===== src/rtl/call_dispatch_scheduler_if.sv =====
// Station-side bus of the call dispatch scheduler.
// master: the call-station panel (drives call/cancel, observes the indicators).
// slave : the scheduler (samples call/cancel, drives lights and attendant status).
interface call_dispatch_scheduler_if #(
  parameter int N_STATIONS = 4,
  parameter int IDW        = $clog2(N_STATIONS)
);
  logic [N_STATIONS-1:0] call;
  logic [N_STATIONS-1:0] cancel;
  logic [N_STATIONS-1:0] light;
  logic                  busy;
  logic                  target_valid;
  logic [IDW-1:0]        target;
  logic                  arrived;
  logic                  done;

  modport master (
    output call, cancel,
    input  light, busy, target_valid, target, arrived, done
  );

  modport slave (
    input  call, cancel,
    output light, busy, target_valid, target, arrived, done
  );
endinterface


===== src/rtl/call_dispatch_scheduler.sv =====
// Call dispatch scheduler: one attendant shared by N_STATIONS call stations.
// Each station owns a call light (call sets it, cancel clears it unless call is
// also high). A round-robin arbiter picks a lit station in IDLE, the attendant
// spends TRAVEL_CYCLES travelling and SERVE_CYCLES serving, and the served
// station's light is cleared as the done cycle ends.
// A cancel while travelling aborts the dispatch; a cancel while serving does not.
// Optional build macro STATION0_PRIORITY_EN: station 0 pre-empts the round-robin
// order whenever its light is set, and serving it leaves the pointer untouched.
module call_dispatch_scheduler #(
  parameter int N_STATIONS    = 4,
  parameter int TRAVEL_CYCLES = 8,
  parameter int SERVE_CYCLES  = 4,
  parameter int IDW           = $clog2(N_STATIONS)
) (
  input  logic                     clk,
  input  logic                     reset,
  call_dispatch_scheduler_if.slave bus
);

  // Counter only has to hold 0 .. max(TRAVEL_CYCLES, SERVE_CYCLES)-1.
  localparam int MAXC = (TRAVEL_CYCLES > SERVE_CYCLES) ? TRAVEL_CYCLES : SERVE_CYCLES;
  localparam int CW   = (MAXC > 1) ? $clog2(MAXC) : 1;

  typedef enum logic [1:0] {
    IDLE   = 2'd0,
    TRAVEL = 2'd1,
    SERVE  = 2'd2
  } state_t;

  state_t                state;
  state_t                state_next;
  logic [N_STATIONS-1:0] light_q;
  logic [N_STATIONS-1:0] light_next;
  logic [IDW-1:0]        target_q;
  logic [IDW-1:0]        ptr_q;
  logic [CW-1:0]         cnt_q;

  logic                  rr_valid;
  logic [IDW-1:0]        rr_idx;
  logic                  pick_valid;
  logic [IDW-1:0]        pick_idx;

  logic                  target_lit;
  logic                  travel_last;
  logic                  serve_last;
  logic                  done_now;

  assign target_lit  = light_q[target_q];
  assign travel_last = (cnt_q == CW'(TRAVEL_CYCLES - 1));
  assign serve_last  = (cnt_q == CW'(SERVE_CYCLES - 1));
  assign done_now    = (state == SERVE) && serve_last;

  // Station index k positions after base, wrapping modulo N_STATIONS.
  function automatic logic [IDW-1:0] rr_index(input logic [IDW-1:0] base, input int k);
    return IDW'((int'(base) + k) % N_STATIONS);
  endfunction

  // Round-robin search: first lit station from ptr+1 upward, wrapping.
  always_comb begin
    // NOTE: every combinational output gets a default first so no path leaves it unassigned (no latch).
    rr_valid = 1'b0;
    rr_idx   = '0;
    for (int k = 1; k <= N_STATIONS; k++) begin
      if (!rr_valid && light_q[rr_index(ptr_q, k)]) begin
        rr_valid = 1'b1;
        rr_idx   = rr_index(ptr_q, k);
      end
    end
  end

  // Final pick: optionally let station 0 pre-empt the round-robin choice.
  always_comb begin
    pick_valid = rr_valid;
    pick_idx   = rr_idx;
`ifdef STATION0_PRIORITY_EN
    if (light_q[0]) begin
      pick_valid = 1'b1;
      pick_idx   = '0;
    end
`endif
  end

  // Light update: call dominates cancel and the service clear at done.
  always_comb begin
    light_next = '0;
    for (int i = 0; i < N_STATIONS; i++) begin
      light_next[i] = bus.call[i]
                    | (light_q[i] & ~bus.cancel[i] & ~(done_now && (target_q == IDW'(i))));
    end
  end

  // Call light register.
  always_ff @(posedge clk) begin
    // NOTE: sequential state uses non-blocking assignments so every register samples pre-edge values.
    if (reset) begin
      light_q <= '0;
    end else begin
      light_q <= light_next;
    end
  end

  // FSM state register.
  always_ff @(posedge clk) begin
    if (reset) begin
      state <= IDLE;
    end else begin
      state <= state_next;
    end
  end

  // FSM next-state: dispatch from IDLE, abort TRAVEL on a dark target light.
  always_comb begin
    state_next = state;
    unique case (state)
      IDLE: begin
        if (pick_valid) state_next = TRAVEL;
      end
      TRAVEL: begin
        if (!target_lit)      state_next = IDLE;
        else if (travel_last) state_next = SERVE;
      end
      SERVE: begin
        if (serve_last) state_next = IDLE;
      end
      default: state_next = IDLE;
    endcase
  end

  // Dispatch datapath: target capture, phase counter and round-robin pointer.
  always_ff @(posedge clk) begin
    if (reset) begin
      target_q <= '0;
      ptr_q    <= IDW'(N_STATIONS - 1);
      cnt_q    <= '0;
    end else begin
      unique case (state)
        IDLE: begin
          cnt_q <= '0;
          if (pick_valid) target_q <= pick_idx;
        end
        TRAVEL: begin
          // Counter restarts at 0 both on entry to SERVE and on abort.
          if (target_lit && !travel_last) cnt_q <= cnt_q + 1'b1;
          else                            cnt_q <= '0;
        end
        SERVE: begin
          if (!serve_last) begin
            cnt_q <= cnt_q + 1'b1;
          end else begin
            cnt_q <= '0;
`ifdef STATION0_PRIORITY_EN
            // Station 0 sits outside the rotation, so serving it keeps the pointer.
            if (target_q != '0) ptr_q <= target_q;
`else
            ptr_q <= target_q;
`endif
          end
        end
        default: cnt_q <= '0;
      endcase
    end
  end

  // FSM outputs, decoded from registered state and counter only.
  always_comb begin
    bus.busy         = (state != IDLE);
    bus.target_valid = (state == TRAVEL) || (state == SERVE);
    bus.arrived      = (state == SERVE) && (cnt_q == '0);
    bus.done         = done_now;
  end

  assign bus.light  = light_q;
  assign bus.target = target_q;

endmodule

===== src/flat_wrapper.sv =====
// flat-port wrapper written by rule: the top's interface ports become plain ports
module call_dispatch_scheduler_flat 
#(
  parameter int N_STATIONS    = 4,
  parameter int TRAVEL_CYCLES = 8,
  parameter int SERVE_CYCLES  = 4,
  parameter int IDW           = $clog2(N_STATIONS)
)
  (clk, reset, bus_call, bus_cancel, bus_light, bus_busy, bus_target_valid, bus_target, bus_arrived, bus_done);
  call_dispatch_scheduler_if #(.N_STATIONS(N_STATIONS), .IDW(IDW)) bus_i ();
  input  logic clk;
  input  logic reset;
  input wire logic [$bits(bus_i.call)-1:0] bus_call;
  input wire logic [$bits(bus_i.cancel)-1:0] bus_cancel;
  output wire logic [$bits(bus_i.light)-1:0] bus_light;
  output wire logic [$bits(bus_i.busy)-1:0] bus_busy;
  output wire logic [$bits(bus_i.target_valid)-1:0] bus_target_valid;
  output wire logic [$bits(bus_i.target)-1:0] bus_target;
  output wire logic [$bits(bus_i.arrived)-1:0] bus_arrived;
  output wire logic [$bits(bus_i.done)-1:0] bus_done;
  assign bus_i.call = bus_call;
  assign bus_i.cancel = bus_cancel;
  assign bus_light = bus_i.light;
  assign bus_busy = bus_i.busy;
  assign bus_target_valid = bus_i.target_valid;
  assign bus_target = bus_i.target;
  assign bus_arrived = bus_i.arrived;
  assign bus_done = bus_i.done;
  call_dispatch_scheduler #(.N_STATIONS(N_STATIONS), .TRAVEL_CYCLES(TRAVEL_CYCLES), .SERVE_CYCLES(SERVE_CYCLES), .IDW(IDW)) u_core (.clk(clk), .reset(reset), .bus(bus_i));
endmodule

===== config.mk =====
export PLATFORM = sky130hd
export DESIGN_NAME = call_dispatch_scheduler_flat
export DESIGN_NICKNAME = d
export VERILOG_FILES = /design/src/rtl/call_dispatch_scheduler_if.sv /design/src/rtl/call_dispatch_scheduler.sv /design/src/flat_wrapper.sv
export SDC_FILE = /design/constraint.sdc
export NUM_CORES = 1
export LEC_CHECK = 0
export CAP_MARGIN = 30
export CORE_MARGIN = 4
export CORE_UTILIZATION = 47
export DETAILED_ROUTE_END_ITERATION = 10
export PLACE_DENSITY = 0.77
export SLEW_MARGIN = 30
export SYNTH_ARGS = -nofsm -noshare
export SYNTH_HDL_FRONTEND = slang
export SYNTH_SLANG_ARGS = --single-unit

===== constraint.sdc =====
create_clock -name clk -period 2.7 [get_ports clk]
set_input_delay 0.675 -clock clk [delete_from_list [all_inputs] [get_ports clk]]
set_output_delay 0.675 -clock clk [all_outputs]
set_load 0.03 [all_outputs]

* Word-level counts from Yosys, hierarchy flattened
Index checks and enable logic that the tools add are counted.
Storage, ports and cells: bits of input ports 10, bits in registers 13, output and inout port bits 10, word-level logic and storage cells 93
Operators by class: equal/unequal tests 10, muxes and demuxes 26, add/subtract/negate cells 5, reductions and logical operators 22, bitwise logic cells 20, magnitude comparators 5
Operators with widths (number):
- $mux W2 | 8
- $lt A2 B3 Y1 const B | 5
- $bmux W1 S2 | 5
- $logic_and A1 B1 Y1 | 10
- $mux W1 | 9
- $and A1 B1 Y1 | 8
- $not A1 Y1 | 8
- $eq A2 B2 Y1 const B | 3
- $mux W3 | 2
- $pmux W2 S3 | 1
- $pmux W3 S2 | 1
- $add A2 B1 Y2 const B | 2
- $add A2 B2 Y2 const B | 2
- $eq A2 B1 Y1 const B | 2
- $logic_not A1 Y1 | 4
- $logic_not A2 Y1 | 2
- $ne A2 B1 Y1 const B | 2
- $or A1 B1 Y1 | 4
- $reduce_and A2 Y1 | 2
- $add A3 B1 Y3 const B | 1
- $eq A3 B2 Y1 const B | 1
- $eq A3 B3 Y1 const B | 1
- $logic_not A3 Y1 | 1
- $ne A3 B3 Y1 const B | 1
- 3 further kinds | 3

* Logic depth before layout (Yosys ltp)
Gate-level depths: netlist (run 1).
depth in word-level cells 15, mapped depth 7, mapped depth without buffers 6

* Worst setup path before layout (run 1)
OpenSTA, ideal clock, no wires.
path kind reg2out, start point register u_core.cnt_q[0], end point output port bus_done, stages on the path, launching flop included 5, data required time 2.025 ns, arrival time 1.069 ns, buffers on the path 0, setup slack 0.956 ns, cells stage by stage dfxtp_1 -> ha_1 -> ha_1 -> nand2_1 -> inv_1
Between the ends: word-level cells in the longest chain between the ends 2
Ends and longest elaborated chain:
- start, declared | RTL line call_dispatch_scheduler.sv:36 | logic [CW-1:0] cnt_q;
- start signal, assigned | RTL line call_dispatch_scheduler.sv:143 | if (target_lit && !travel_last) cnt_q <= cnt_q + 1'b1;
- start signal, assigned | RTL line call_dispatch_scheduler.sv:148 | cnt_q <= cnt_q + 1'b1;
- $eq A3 B2 Y1 | RTL line call_dispatch_scheduler.sv:50 | assign serve_last = (cnt_q == CW'(SERVE_CYCLES - 1));
- $logic_and A1 B1 Y1 | RTL line call_dispatch_scheduler.sv:51 | assign done_now = (state == SERVE) && serve_last;
- end, declared | RTL line flat_wrapper.sv:20 | output wire logic [$bits(bus_i.done)-1:0] bus_done;
No other way between the ends.

* Final worst setup path (run 1)
start point register u_core.state[0], end point output port bus_arrived
Between the ends: word-level cells in the longest chain between the ends 2
Ends and longest elaborated chain:
- start, declared | RTL line call_dispatch_scheduler.sv:30 | state_t state;
- start signal, assigned | RTL line call_dispatch_scheduler.sv:107 | state <= state_next;
- $eq A2 B2 Y1 | RTL line call_dispatch_scheduler.sv:168 | bus.arrived = (state == SERVE) && (cnt_q == '0);
- $logic_and A1 B1 Y1 | RTL line call_dispatch_scheduler.sv:168
- end, declared | RTL line flat_wrapper.sv:19 | output wire logic [$bits(bus_i.arrived)-1:0] bus_arrived;
No other way between the ends.

==> run summary, run 1 <==
Dominant synthesized flop cell = dfxtp_1
Largest stage delay on the critical path = 0.67 ns
Layout cells sized above 1 = 7.207%
Clock root buffer = clkbuf_4
1st-pass router iterations = 4
Fmax = 0.3866 GHz
Crit. End Element = output port
VDD IR max = 0.2265 mV
Seq/Total Area, Yosys = 33.77%
Layout overhead on the synthesized area = 29.87%
Outcome = completed
Switching share of power = 31.37%
Site row count = 14
Synthesis-stage register bit count = 13
EDFF count, synth = 0
Tcrit/Tclk final = 95.80%
Clock Sinks = 13
Post-CTS Resized = 0
Gr ovfl total = 0
Clock share of power = 27.1%
Post-Route Skew = 0.0006361 ns
Seq pwr share = 47.7%
Synthesized area per cell = 8.564 µm²
Post-Place Cells = 123
Tmin final = 2.587 ns
Post-DP HPWL = 1312 µm
Min-Delay Path Class = flip-flop to flip-flop
Core Footprint = 0.001524 mm²
Initial Utilization = 50.57%
Net Count, Synth = 108
Gpl congestion = 0.7950
Gate Count Post-Synth = 90
Slew Limit Fails = 0
Final Instance Area = 0.001001 mm²
ANT cells = 0
FILL cells = 135
Least-Margin Pin Slew = 0.5063 ns
Total number of H-tree levels = 1
CP delay by family, top = buffers and inverters
Final setup margin = 0.1135 ns
Final ANT Viol Nets = 0
Initial antenna violation count = 0
Int Pwr = 0.3139 mW
Latest clock arrival within the worst-skew pair = 0.27 ns
Pin count of the biggest net entering global routing = 12
CTS Buffer Depth = 2
Critical Path RT = 2.03 ns
Nets@finish = 130
Number of global-route vias before repair = 630
First-pass GRT wire length = 2842 µm
Number of CTS-inserted buffers = 3
Max-cap viol count = 0
Placement Cell Area = 972.2 µm²
Routed wire length = 1706 µm
WS Path Type = flip-flop to output port
Worst setup SP type = flip-flop
Vert. Die Dim = 48.50 µm
PwrDens = 457.0 mW/mm²
I/O pins = 20
Worst path bufs/invs = 2
Fin util = 65.68%
Routed WL per cell = 13.43 µm
Initial DRC Count = 2
Setup Total Neg Slack = 0 ns
Total Routing Usage GR = 14.83%
Asr flop ratio synth = 0%
I/O Buffers = 19
Switch Pwr = 0.1435 mW
Post-synth cell types = 28
Synth Warn # = 0
Worst reg2reg path depth = 6
DRC viols = 0
Synthesized area = 770.7 µm²
Hold-fix buffers, CTS = 0
Die Wd = 48.50 µm
DR vias/cell = 5.504
Slowest CP cell = clkdlybuf4s50_1
Place WS = 0.3346 ns
Min-Delay Path Depth = 1
Final setup viols = 0
Non-filler cells, final = 127
Power consumption = 0.4574 mW
Critical path, cell by cell = inv_1 > ha_1 > and3_1 > clkdlybuf4s50_1
Leak Pwr = 0.4302 nW
Fin. Hold Viols = 0
Combinational power share = 25.1%
CTS clk-pin slew, worst paths = 0.09 ns
CP arrival = 1.91 ns
Max-slew headroom = 65.94%
Clock tree from TritonCTS = yes
Critical Path Stages = 4
Die area = 0.002352 mm²
Max FO, Critical Path = 9
RSZ-0062 raised after global routing = false
Via count = 699
Min Hold Slack = 0.4564 ns
Post-CTS setup buffer count = 0
Yosys cell counts, types with 2 or more instances:
cell type,count,area (µm²)
and3_1,2,12.51
nor2b_1,3,18.77
a31oi_1,3,18.77
nand2_1,5,18.77
inv_1,13,48.80
a211oi_1,5,37.54
a21oi_1,7,35.03
nand2b_1,4,25.02
nor2_1,8,30.03
dfxtp_1,13,260.3
o21ai_0,3,15.01
ha_1,8,100.1
power groups by stage:
stage                     logic [mW]  registers (mW)  clock network [mW]
after floorplan               0.0587           0.233                   0
after global placement         0.114           0.222                   0
after detailed placement       0.116           0.223                   0
after CTS                      0.116           0.218               0.126
after global routing           0.124           0.221               0.141
final                          0.115           0.218               0.124
final cells by class:
class                      instances  area, µm²  area share (%)
clock buffer                       4      26.28           2.625
inverter                          13      48.80           4.875
tap                               16      20.02           2.000
timing repair buffer              19      192.7           19.25
sequential                        13      260.3           26.00
multi-input combinational         62      452.9           45.25
cells in the final DEF (no fill, tap or decap), drive strengths merged, types with 4 or more instances in the layout:
cell | Yosys | layout
dfxtp | 13 | 13
inv | 13 | 13
a21oi | 8 | 8
nand2 | 5 | 5
nor2 | 8 | 8
ha | 8 | 8
clkbuf | 2 | 4
a211oi | 5 | 5
nand2b | 4 | 4
clkdlybuf4s50 | 0 | 18
path summary, 6_finish.rpt:
| path | slack, ns | start | endpoint |
|---|---|---|---|
| hold / removal | 0.46 | u_core.cnt_q[0] | u_core.cnt_q[0] |
| hold reg to reg | 0.46 | u_core.cnt_q[0] | u_core.cnt_q[0] |
| setup reg to reg | 0.94 | u_core.cnt_q[0] | u_core.bus.light[0] |
| setup / recovery | 0.11 | u_core.state[0] | bus_arrived |
cells by family (layout without fill, tap and decap cells):
logic type | Yosys count | in the layout | share of synthesized area (%)
AO/OA/AOI/OAI | 24 | 24 | 21.27
adder cells (fa/ha/maj) | 8 | 8 | 12.99
buffers and inverters | 15 | 36 | 7.467
flip-flops | 13 | 13 | 33.77
multiplexers | 1 | 1 | 2.922
AND/OR/NAND/NOR | 29 | 29 | 21.59
metal layers:
metal,vias to the layer above,wire length (µm),GRT usage (%)
li1,354,-,-
met1,328,845,21.06
met2,15,773,21.52
met3,2,76,3.681
met4,0,10,5.381
met5,-,0,0
sequential cells by signal, summed over array words and instances (netlist names):
name               cells
u_core.ptr_q           2
u_core.cnt_q           3
u_core.bus.light       4
u_core.state           2
u_core.bus.target      2
worst register-to-register path, delay by kind of cell, from the launching register on:
family                     cells  cell delay [ns]
DFF                            1             0.36
AOI/OAI and AO/OA              1             0.17
adders and majority gates      2             0.49
and+or+nand+nor                3             0.62
Note: power is estimated with default switching activity, not from simulation.
==> run 2: changes to the inputs <==
--- a/config.mk
+++ b/config.mk
@@ -10,7 +10,7 @@
 export CORE_UTILIZATION = 47
 export DETAILED_ROUTE_END_ITERATION = 10
 export PLACE_DENSITY = 0.77
-export SLEW_MARGIN = 30
+export SLEW_MARGIN = 10
 export SYNTH_ARGS = -nofsm -noshare
 export SYNTH_HDL_FRONTEND = slang
 export SYNTH_SLANG_ARGS = --single-unit
==> results of run 2 <==
Same layout as run 1: the final DEF is identical, and so are final timing and power.
==> run 3: changes to the inputs <==
--- a/config.mk
+++ b/config.mk
@@ -9,6 +9,7 @@
 export CORE_MARGIN = 4
 export CORE_UTILIZATION = 47
 export DETAILED_ROUTE_END_ITERATION = 10
+export MAX_ROUTING_LAYER = met4
 export PLACE_DENSITY = 0.77
 export SLEW_MARGIN = 10
 export SYNTH_ARGS = -nofsm -noshare
==> results of run 3 <==
Same layout as run 1: the final DEF is identical, and so are final timing and power.
Among the figures that moved: final weighted congestion in routability-driven placement 0.7950 -> 0.8064; overall routing resource usage 14.83% -> 15.23%
